File: src/rtl/ps2_scan_ctrl_if.sv
// ps2_scan_ctrl_if: byte-in / key-event-out handshake between the PS/2 receiver, sequencer and consumer
interface ps2_scan_ctrl_if;
    logic [7:0] scan_byte;
    logic       scan_done;
    logic [7:0] ev_code;
    logic       ev_ext;
    logic       ev_brk;
    logic       ev_valid;
    logic       ev_ready;
    modport master (output scan_byte, scan_done, ev_ready, input ev_code, ev_ext, ev_brk, ev_valid);
    modport slave (input scan_byte, scan_done, ev_ready, output ev_code, ev_ext, ev_brk, ev_valid);
endinterface

File: src/rtl/ps2_scan_ctrl.sv
// ps2_scan_ctrl: turns PS/2 set-2 bytes into queued key events with shift tracking
module ps2_scan_ctrl #(
    parameter int FIFO_DEPTH     = 4,
    parameter int TIMEOUT_CYCLES = 100000
) (
    input  logic                        clk,
    input  logic                        rst_n,
    ps2_scan_ctrl_if.slave              bus,
    output logic [$clog2(FIFO_DEPTH):0] fifo_count,
    output logic                        shift_held,
    output logic                        proto_err,
    output logic                        overflow,
    input  logic                        clr_ovf
);
    localparam int AW = $clog2(FIFO_DEPTH);
    localparam int TW = $clog2(TIMEOUT_CYCLES + 1);
    typedef enum logic [1:0] {IDLE, GOT_E0, GOT_F0, GOT_E0F0} state_t;
    state_t        state;
    logic [TW-1:0] tmo;
    logic [9:0]    mem [FIFO_DEPTH];
    logic [AW-1:0] rptr, wptr;
    logic [9:0]    head;
    logic          shl, shr;
    logic          is_e0, is_f0, is_pre, is_stat, ext, brk, emit, full, pop, push;
    logic [9:0]    ent;
    logic [AW:0]   cnt_next;

    assign is_e0   = bus.scan_byte == 8'hE0;
    assign is_f0   = bus.scan_byte == 8'hF0;
    assign is_pre  = is_e0 || is_f0;
    assign is_stat = bus.scan_byte inside {8'hAA, 8'hFA, 8'hFE, 8'hEE, 8'h00, 8'hFF};
    assign ext     = state == GOT_E0 || state == GOT_E0F0;
    assign brk     = state == GOT_F0 || state == GOT_E0F0;
    // Prefix bytes never emit; status bytes are only meaningful outside a prefix sequence
    assign emit    = bus.scan_done && !is_pre && !(state == IDLE && is_stat);
    assign ent     = {ext, brk, bus.scan_byte};
    assign full    = fifo_count == (AW+1)'(FIFO_DEPTH);
    assign pop     = bus.ev_valid && bus.ev_ready;
    assign push    = emit && (!full || pop);
    assign cnt_next = fifo_count + (AW+1)'(push) - (AW+1)'(pop);
    assign bus.ev_valid = fifo_count != '0;
    assign {bus.ev_ext, bus.ev_brk, bus.ev_code} = head;
    assign shift_held = shl || shr;

    // Prefix parser with idle timeout that abandons a half-received sequence
    always_ff @(posedge clk or negedge rst_n) begin
        if (!rst_n) begin
            state     <= IDLE;
            tmo       <= '0;
            proto_err <= 1'b0;
        end else begin
            proto_err <= 1'b0;
            if (bus.scan_done) begin
                tmo <= '0;
                case (state)
                    IDLE:    state <= is_e0 ? GOT_E0 : is_f0 ? GOT_F0 : IDLE;
                    GOT_E0:  state <= is_f0 ? GOT_E0F0 : is_e0 ? GOT_E0 : IDLE;
                    default: begin
                        state     <= IDLE;
                        proto_err <= is_pre;
                    end
                endcase
            end else if (state == IDLE) begin
                tmo <= '0;
            end else if (tmo == TW'(TIMEOUT_CYCLES - 1)) begin
                state     <= IDLE;
                tmo       <= '0;
                proto_err <= 1'b1;
            end else begin
                tmo <= tmo + 1'b1;
            end
        end
    end

    // Shift state follows every non-extended event, queued or dropped
    always_ff @(posedge clk or negedge rst_n) begin
        if (!rst_n) begin
            shl <= 1'b0;
            shr <= 1'b0;
        end else if (emit && !ext) begin
            if (bus.scan_byte == 8'h12) shl <= !brk;
            if (bus.scan_byte == 8'h59) shr <= !brk;
        end
    end

    // Event storage; left unreset since only entries below fifo_count are ever read
    always_ff @(posedge clk) begin
        if (push) mem[wptr] <= ent;
    end

    // Pointers, count, sticky overflow and a registered head that holds once drained
    always_ff @(posedge clk or negedge rst_n) begin
        if (!rst_n) begin
            rptr       <= '0;
            wptr       <= '0;
            fifo_count <= '0;
            head       <= '0;
            overflow   <= 1'b0;
        end else begin
            if (push) wptr <= wptr + 1'b1;
            if (pop) rptr <= rptr + 1'b1;
            fifo_count <= cnt_next;
            if ((push || pop) && cnt_next != '0)
                head <= (fifo_count - (AW+1)'(pop) == '0) ? ent : mem[rptr + AW'(pop)];
            overflow <= (emit && !push) || (overflow && !clr_ovf);
        end
    end
endmodule

File: src/flat_wrapper.sv
// flat-port wrapper written by rule: the top's interface ports become plain ports
module ps2_scan_ctrl_flat 
#(
    parameter int FIFO_DEPTH     = 4,
    parameter int TIMEOUT_CYCLES = 100000
)
  (clk, rst_n, fifo_count, shift_held, proto_err, overflow, clr_ovf, bus_scan_byte, bus_scan_done, bus_ev_ready, bus_ev_code, bus_ev_ext, bus_ev_brk, bus_ev_valid);
  ps2_scan_ctrl_if bus_i ();
  input  logic clk;
  input  logic rst_n;
  output logic [$clog2(FIFO_DEPTH):0] fifo_count;
  output logic shift_held;
  output logic proto_err;
  output logic overflow;
  input  logic clr_ovf;
  input wire logic [$bits(bus_i.scan_byte)-1:0] bus_scan_byte;
  input wire logic [$bits(bus_i.scan_done)-1:0] bus_scan_done;
  input wire logic [$bits(bus_i.ev_ready)-1:0] bus_ev_ready;
  output wire logic [$bits(bus_i.ev_code)-1:0] bus_ev_code;
  output wire logic [$bits(bus_i.ev_ext)-1:0] bus_ev_ext;
  output wire logic [$bits(bus_i.ev_brk)-1:0] bus_ev_brk;
  output wire logic [$bits(bus_i.ev_valid)-1:0] bus_ev_valid;
  assign bus_i.scan_byte = bus_scan_byte;
  assign bus_i.scan_done = bus_scan_done;
  assign bus_i.ev_ready = bus_ev_ready;
  assign bus_ev_code = bus_i.ev_code;
  assign bus_ev_ext = bus_i.ev_ext;
  assign bus_ev_brk = bus_i.ev_brk;
  assign bus_ev_valid = bus_i.ev_valid;
  ps2_scan_ctrl #(.FIFO_DEPTH(FIFO_DEPTH), .TIMEOUT_CYCLES(TIMEOUT_CYCLES)) u_core (.clk(clk), .rst_n(rst_n), .bus(bus_i), .fifo_count(fifo_count), .shift_held(shift_held), .proto_err(proto_err), .overflow(overflow), .clr_ovf(clr_ovf));
endmodule
File: config.mk
export PLATFORM = sky130hd
export DESIGN_NAME = ps2_scan_ctrl_flat
export DESIGN_NICKNAME = d
export VERILOG_FILES = /design/src/rtl/ps2_scan_ctrl_if.sv /design/src/rtl/ps2_scan_ctrl.sv /design/src/flat_wrapper.sv
export SDC_FILE = /design/constraint.sdc
export NUM_CORES = 1
export LEC_CHECK = 0
export ABC_AREA = 1
export ABC_CLOCK_PERIOD_IN_PS = 3300
export CAP_MARGIN = 10
export CORE_MARGIN = 5
export CORE_UTILIZATION = 25
export CTS_BUF_LIST = sky130_fd_sc_hd__clkbuf_8 sky130_fd_sc_hd__clkbuf_16
export CTS_CLUSTER_DIAMETER = 120
export DETAILED_ROUTE_END_ITERATION = 16
export GPL_TIMING_DRIVEN = 0
export MAX_ROUTING_LAYER = met4
export PLACE_DENSITY = 0.42
export REMOVE_ABC_BUFFERS = 1
export SLEW_MARGIN = 0
export SYNTH_ARGS = -nofsm -noshare
export SYNTH_HDL_FRONTEND = slang
export SYNTH_SLANG_ARGS = --single-unit
File: constraint.sdc
create_clock -name clk -period 3.3 [get_ports clk]
set_input_delay 0.66 -clock clk [delete_from_list [all_inputs] [get_ports clk]]
set_output_delay 0.66 -clock clk [all_outputs]
set_load 0.05 [all_outputs]
# Yosys cells after proc, flatten, opt, wreduce, memory -nomap -nowiden
# Memory sizes are Yosys's and may differ from the RTL's.
# Cells that the tools add are included.
# word_totals
mem_count	1
romBits	0
out_inout_bits	17
inputBits	13
latch_bits	0
elab_cells	85
ram_bits	40
regBits	40
# op_classes
bitwise	0
eq_ne	15
n_reduce_logical	34
addsub	7
mux	18
div	0
multipliers	0
magnitude_cmp	0
shifts	0
# memory_table
memory	words	word_bits	rd	rd_ports_with_merged_regs	write_ports	line_no	rtl
u_core.mem	4	10	1	0	1	ps2_scan_ctrl.sv:20	logic [9:0] mem [FIFO_DEPTH];
# ops
operator	count
$eq A8 B8 Y1 const B	7
$mux W17	3
$add A17 B1 Y17 const B	1
$eq A17 B17 Y1 const B	1
$mux W2	6
$mux W10	1
$logic_and A1 B1 Y1	9
$eq A8 B5 Y1 const B	1
$eq A8 B7 Y1 const B	1
$logic_not A8 Y1	1
$logic_not A1 Y1	7
$logic_or A1 B1 Y1	7
$mux W1	7
$reduce_and A2 Y1	3
$reduce_bool A3 Y1	2
$reduce_bool A6 Y1	1
$sub A3 B1 Y3	2
$add A2 B1 Y2 const B	2
$eq A2 B2 Y1 const B	2
$pmux W2 S2	1
$add A3 B1 Y3	1
$eq A3 B3 Y1 const B	1
$logic_not A3 Y1	1
$add A2 B1 Y2	1
5 further kinds	5

# Logic depth before layout (Yosys ltp)
# depth
word_depth	10
depth_mapped	17
ltp_nobuf	17

# Worst setup path before layout
# No wires, ideal clock.
# synth_timing
path_kind	register -> register
from	register u_core.fifo_count[0]
to	register u_core.head[0]
stages_incl_launch_ff	16
synth_period_minus_slack_ns	2.897
slack_ns	0.403
arrival_time_ns	2.778
setup_time_ns	0.119
required_ns	3.181
path_buffers	0
path_cell_list	dfrtp_1 > nor2_2 > nand2_2 > nand2_2 > nand3_1 > nand3_4 > inv_1 > ha_1 > fa_1 > xor2_1 > xor2_1 > inv_2 > nand2_4 > nand2_2 > nand2_1 > nand2_1
# synth_via
elab_chain_cells	8
elab_cells_between_ends	16
classes_between	add/sub: 4; eq/ne: 1; mux: 1; reduce/logical: 9; memory: 1
# synth_rtl
item	line_no	rtl
start: declaration	ps2_scan_ctrl.sv:9	output logic [$clog2(FIFO_DEPTH):0] fifo_count,
start signal: assignment	ps2_scan_ctrl.sv:102	fifo_count <= cnt_next;
$reduce_bool A3 Y1	ps2_scan_ctrl.sv:41	assign bus.ev_valid = fifo_count != '0;
via bus_ev_valid	flat_wrapper.sv:22	output wire logic [$bits(bus_i.ev_valid)-1:0] bus_ev_valid;
$logic_and A1 B1 Y1	ps2_scan_ctrl.sv:38	assign pop = bus.ev_valid && bus.ev_ready;
$logic_or A1 B1 Y1	ps2_scan_ctrl.sv:39	assign push = emit && (!full || pop);
$logic_and A1 B1 Y1	ps2_scan_ctrl.sv:39	
via u_core.push	ps2_scan_ctrl.sv:24	logic is_e0, is_f0, is_pre, is_stat, ext, brk, emit, full, pop, push;
$add A3 B1 Y3	ps2_scan_ctrl.sv:40	assign cnt_next = fifo_count + (AW+1)'(push) - (AW+1)'(pop);
$sub A3 B1 Y3	ps2_scan_ctrl.sv:40	
via u_core.cnt_next[2]	ps2_scan_ctrl.sv:26	logic [AW:0] cnt_next;
$reduce_bool A3 Y1	ps2_scan_ctrl.sv:103	if ((push || pop) && cnt_next != '0)
$logic_and A1 B1 Y1	ps2_scan_ctrl.sv:103	
end signal: assignment	ps2_scan_ctrl.sv:104	head <= (fifo_count - (AW+1)'(pop) == '0) ? ent : mem[rptr + AW'(pop)];
end: declaration	ps2_scan_ctrl.sv:22	logic [9:0] head;
# The timed path passes the listed nets, and every way through them passes these cells.
# A chain may end at the register's enable or synchronous reset.

# Worst setup path in the final report
# layout_timing
from	input port bus_scan_byte[7]
to	register u_core.head[3]
# layout_via
elab_chain_cells	10
elab_cells_between_ends	21
classes_between	add/sub: 2; eq/ne: 7; reduce/logical: 12
# layout_rtl
item	line_no	rtl
start: declaration	flat_wrapper.sv:16	input wire logic [$bits(bus_i.scan_byte)-1:0] bus_scan_byte;
$eq A8 B8 Y1, or another cell as far along	ps2_scan_ctrl.sv:31	assign is_stat = bus.scan_byte inside {8'hAA, 8'hFA, 8'hFE, 8'hEE, 8'h00, 8'hFF};
$reduce_bool A6 Y1 or $logic_or A1 B1 Y1 (tied branches)	ps2_scan_ctrl.sv:31, ps2_scan_ctrl.sv:30	
$logic_and A1 B1 Y1 or $logic_not A1 Y1 (tied branches)	ps2_scan_ctrl.sv:35	assign emit = bus.scan_done && !is_pre && !(state == IDLE && is_stat);
$logic_not A1 Y1 or $logic_and A1 B1 Y1 (tied branches)	ps2_scan_ctrl.sv:35	
$logic_and A1 B1 Y1 (*)	ps2_scan_ctrl.sv:35	
$logic_and A1 B1 Y1 (*)	ps2_scan_ctrl.sv:39	
via u_core.push	ps2_scan_ctrl.sv:24	
$add A3 B1 Y3 (*)	ps2_scan_ctrl.sv:40	
$sub A3 B1 Y3 (*)	ps2_scan_ctrl.sv:40	
via u_core.cnt_next[2]	ps2_scan_ctrl.sv:26	
$reduce_bool A3 Y1 (*)	ps2_scan_ctrl.sv:103	
$logic_and A1 B1 Y1 (*)	ps2_scan_ctrl.sv:103	
# The timed path passes the listed nets; every way through them passes the cells marked *.

==> results.sh <==
export IMPL_grt_pass1_wl_mm=15.3
export IMPL_ant_nets=0
export IMPL_reg2reg_to="u_core.head[3]"
export IMPL_finClkSkew_ns=0.0128
export IMPL_viasPerCell=4.26
export IMPL_cts_htree_levels=3
export IMPL_start_kind="primary input"
export IMPL_criticalPathCategory="primary input to register"
export IMPL_switching_share=0.411
export IMPL_synth_seq_cells=80
export IMPL_ys_seq_area_frac=0.541
export IMPL_synthArstFlopShare=0.500
export IMPL_p_seq_frac=0.301
export IMPL_cp_arrival_ns=3.26
export IMPL_dieWidth_um=138
export IMPL_setup_worst_path_end_class="register"
export IMPL_drt_wl_total_mm=9.33
export IMPL_cts_root_buf="clkbuf_16"
export IMPL_fin_crit_ns=3.03
export IMPL_p_per_area_nw_per_um2=923
export IMPL_die_area_um2=18900
export IMPL_drt_iter0_markers=104
export IMPL_clock_sinks=80
export IMPL_cap_viol_max_count=0
export IMPL_p_sw_mw=1.88
export IMPL_portBuffers=29
export IMPL_p_leak_nw=2.09
export IMPL_antenna_found_initial=0
export IMPL_drive_gt1_frac=0.124
export IMPL_drv_slew=0
export IMPL_drc=0
export IMPL_num_rows=46
export IMPL_io_pins=30
export IMPL_endpoint="u_core.head[3]"
export IMPL_reg2reg_slack_ns=0.48
export IMPL_power_internal_mw=2.69
export IMPL_fp_coreArea_um2=15900
export IMPL_grt_max_degree=41
export IMPL_cts_buffers=9
export IMPL_status="finished clean"
export IMPL_avgRoutedWirePerCell_um=13.5
export IMPL_r2r_worst_path_cells=15
export IMPL_initial_core_util=0.255
export IMPL_first_pass_iters=4
export IMPL_finalPower_mw=4.57
export IMPL_n_antenna_cell=0
export IMPL_dp_hpwl_mm=6.58
export IMPL_slew_headroom=0.252
export IMPL_grt_setup_unrepaired="no"
export IMPL_grt_use_total=0.111
export IMPL_critPathLaunch="bus_scan_byte[7]"
export IMPL_fmax_mhz=330
export IMPL_nNetsFinal=494
export IMPL_die_h_um=138
export IMPL_fill_cells=1699
export IMPL_synthCells=438
export IMPL_hold_class="primary input to asynchronous set/reset pin"
export IMPL_cts_buffer_depth=2
export IMPL_fin_area_um2=4950
export IMPL_yosys_warnings=0
export IMPL_setup_viol=0
export IMPL_grt_pass1_vias=2949
export IMPL_ys_flop_type="edfxtp_1"
export IMPL_cp_data_required_time_ns=3.54
export IMPL_syn_area_per_cell_um2=9.29
export IMPL_vias=2945
export IMPL_cts_tree="yes"
export IMPL_place_congestion=0.828
export IMPL_pwr_share_clk=0.252
export IMPL_insertion_delay_ns=0.35
export IMPL_syn_to_final_growth_pct=21.8
export IMPL_clk_pin_slew_worst_paths_ns=0.06
export IMPL_grt_overflow=0
export IMPL_syn_area_um2=4070
export IMPL_comb_power_share=0.447
export IMPL_final_hold_viol_count=0
export IMPL_crit_reg2reg_launch="u_core.state[0]"
export IMPL_yosysUniqueCellTypes=36
export IMPL_timing_final_crit_share=0.917
export IMPL_placement_cell_area_um2=4580
export IMPL_path_max_fanout=11
export IMPL_synth_edf_count=40
export IMPL_worstMarginPinSlew_ns=1.12
export IMPL_irDropWorstVdd_v=0.000279
## cells in the mapped netlist (2+ instances only)
cell / n / area (um2)
nor3_2: 2 / 20.0
dfrtp_1: 40 / 1000
o22ai_1: 10 / 62.6
inv_1: 60 / 225
nand3_1: 20 / 100
nand2_1: 81 / 304
nor3_1: 13 / 65.1
clkbuf_1: 5 / 18.8
o21ai_1: 2 / 10.0
ha_1: 10 / 125
xor2_1: 9 / 78.8
nand2_2: 6 / 37.5
buf_2: 4 / 20.0
nor2_2: 3 / 18.8
inv_2: 6 / 22.5
nor2_4: 3 / 33.8
nand4_1: 7 / 43.8
nand3_2: 12 / 120
nor2_1: 53 / 199
a31oi_1: 2 / 12.5
o21ai_0: 36 / 180
edfxtp_1: 40 / 1200
## registers in the layout, summed over array words and instances (netlist names)
signal             cells
u_core.fifo_count      3
u_core.head           10
u_core.mem            40
u_core.overflow        1
u_core.proto_err       1
u_core.rptr            2
u_core.shl             1
u_core.shr             1
u_core.state           2
u_core.tmo            17
u_core.wptr            2
## critical path: stages
cell           delay (ns)
dlygate4sd2_1        0.49
nand3_1              0.15
nor2_2               0.19
nor2_4               0.07
nand3_4              0.12
inv_1                0.09
ha_1                 0.21
fa_1                 0.38
xor2_1               0.17
xor2_1               0.24
inv_2                0.10
nand2_8              0.13
nand2_4              0.11
nand2_1              0.10
nand2_1              0.05
## final cells by class
| type | instances | area, um2 | share of cell area |
|---|---|---|---|
| Timing Repair Buffer | 32 | 322 | 0.0649 |
| Inverter | 66 | 248 | 0.0500 |
| Multi-Input combinational cell | 281 | 1570 | 0.317 |
| Tap cell | 216 | 270 | 0.0545 |
| Sequential cell | 80 | 2200 | 0.444 |
| Clock buffer | 9 | 225 | 0.0455 |
| Clock inverter | 7 | 119 | 0.0240 |
## power by group through the flow
stage	clock (mW)	combinational [mW]	sequential, mW
2_1_floorplan	0	1.09	1.67
3_3_place_gp	0	1.97	1.39
5_1_grt	1.24	2.29	1.40
4_1_cts	1.19	2.03	1.38
3_5_place_dp	0	1.99	1.40
6_report	1.15	2.04	1.37
## metrics by stage
step	worst slack (ns)	utilization	hold WS (ns)	setup TNS, ns	std cells
2_1_floorplan	0.282	-	0.364	0	427
3_3_place_gp	-0.499	0.286	0.451	-4.96	672
3_5_place_dp	-0.605	0.287	0.455	-6.42	673
4_1_cts	0.0275	0.309	0.170	0	690
5_1_grt	0.0660	0.311	0.179	0	691
6_report	0.274	0.311	0.179	0	691
## cell usage in the layout, fill, tap and decap left out, types with 2 or more instances in the layout
cell,count
a31oi_1,2
clkbuf_16,9
dfrtp_1,40
inv_6,2
dlygate4sd2_1,7
bufinv_16,3
nor2_4,3
nand2_2,5
nand3_1,20
o21ai_0,36
clkdlybuf4s50_1,20
nor3_1,13
nor3_2,2
inv_1,61
nor2_1,52
inv_2,6
o22ai_1,10
xor2_1,9
o21ai_1,2
nand2_1,81
nand3_2,12
nor2_2,4
edfxtp_1,40
ha_1,10
nand4_1,7
## worst min-delay path by stage
stage / start / end / cells past startpoint
finish: rst_n / u_core.tmo[7] / 1
detailed placement: u_core.tmo[0] / u_core.tmo[0] / 1
CTS: rst_n / u_core.tmo[7] / 1
global placement: u_core.tmo[0] / u_core.tmo[0] / 1
global route: rst_n / u_core.tmo[7] / 1
floorplan: rst_n / u_core.fifo_count[0] / 0
## repair_timing
| item | 4_1_cts | 5_1_grt |
|---|---|---|
| hold buffers | 0 | 0 |
| setup buffers | 1 | 0 |
| setup endpoints to repair | 10 | 10 |
| pin swaps | 0 | 0 |
| resized for setup | 8 | 3 |
## kinds of logic after synthesis
group | Yosys count | share of synthesized area
compound gates | 52 | 0.0683
fa+ha+maj | 11 | 0.0357
flops | 80 | 0.541
xor+xnor | 12 | 0.0295
buf+inv | 77 | 0.0769
simple gates | 206 | 0.248
## routing by layer
metal  track usage  up-vias  share of wire
met1         0.133     1385           0.45
met3        0.0373       12          0.046
met4        0.0333        0          0.020
met2         0.178       48           0.48
li1              -     1500              -
met5             -        -              0
Power figures use the tool's default switching activity.
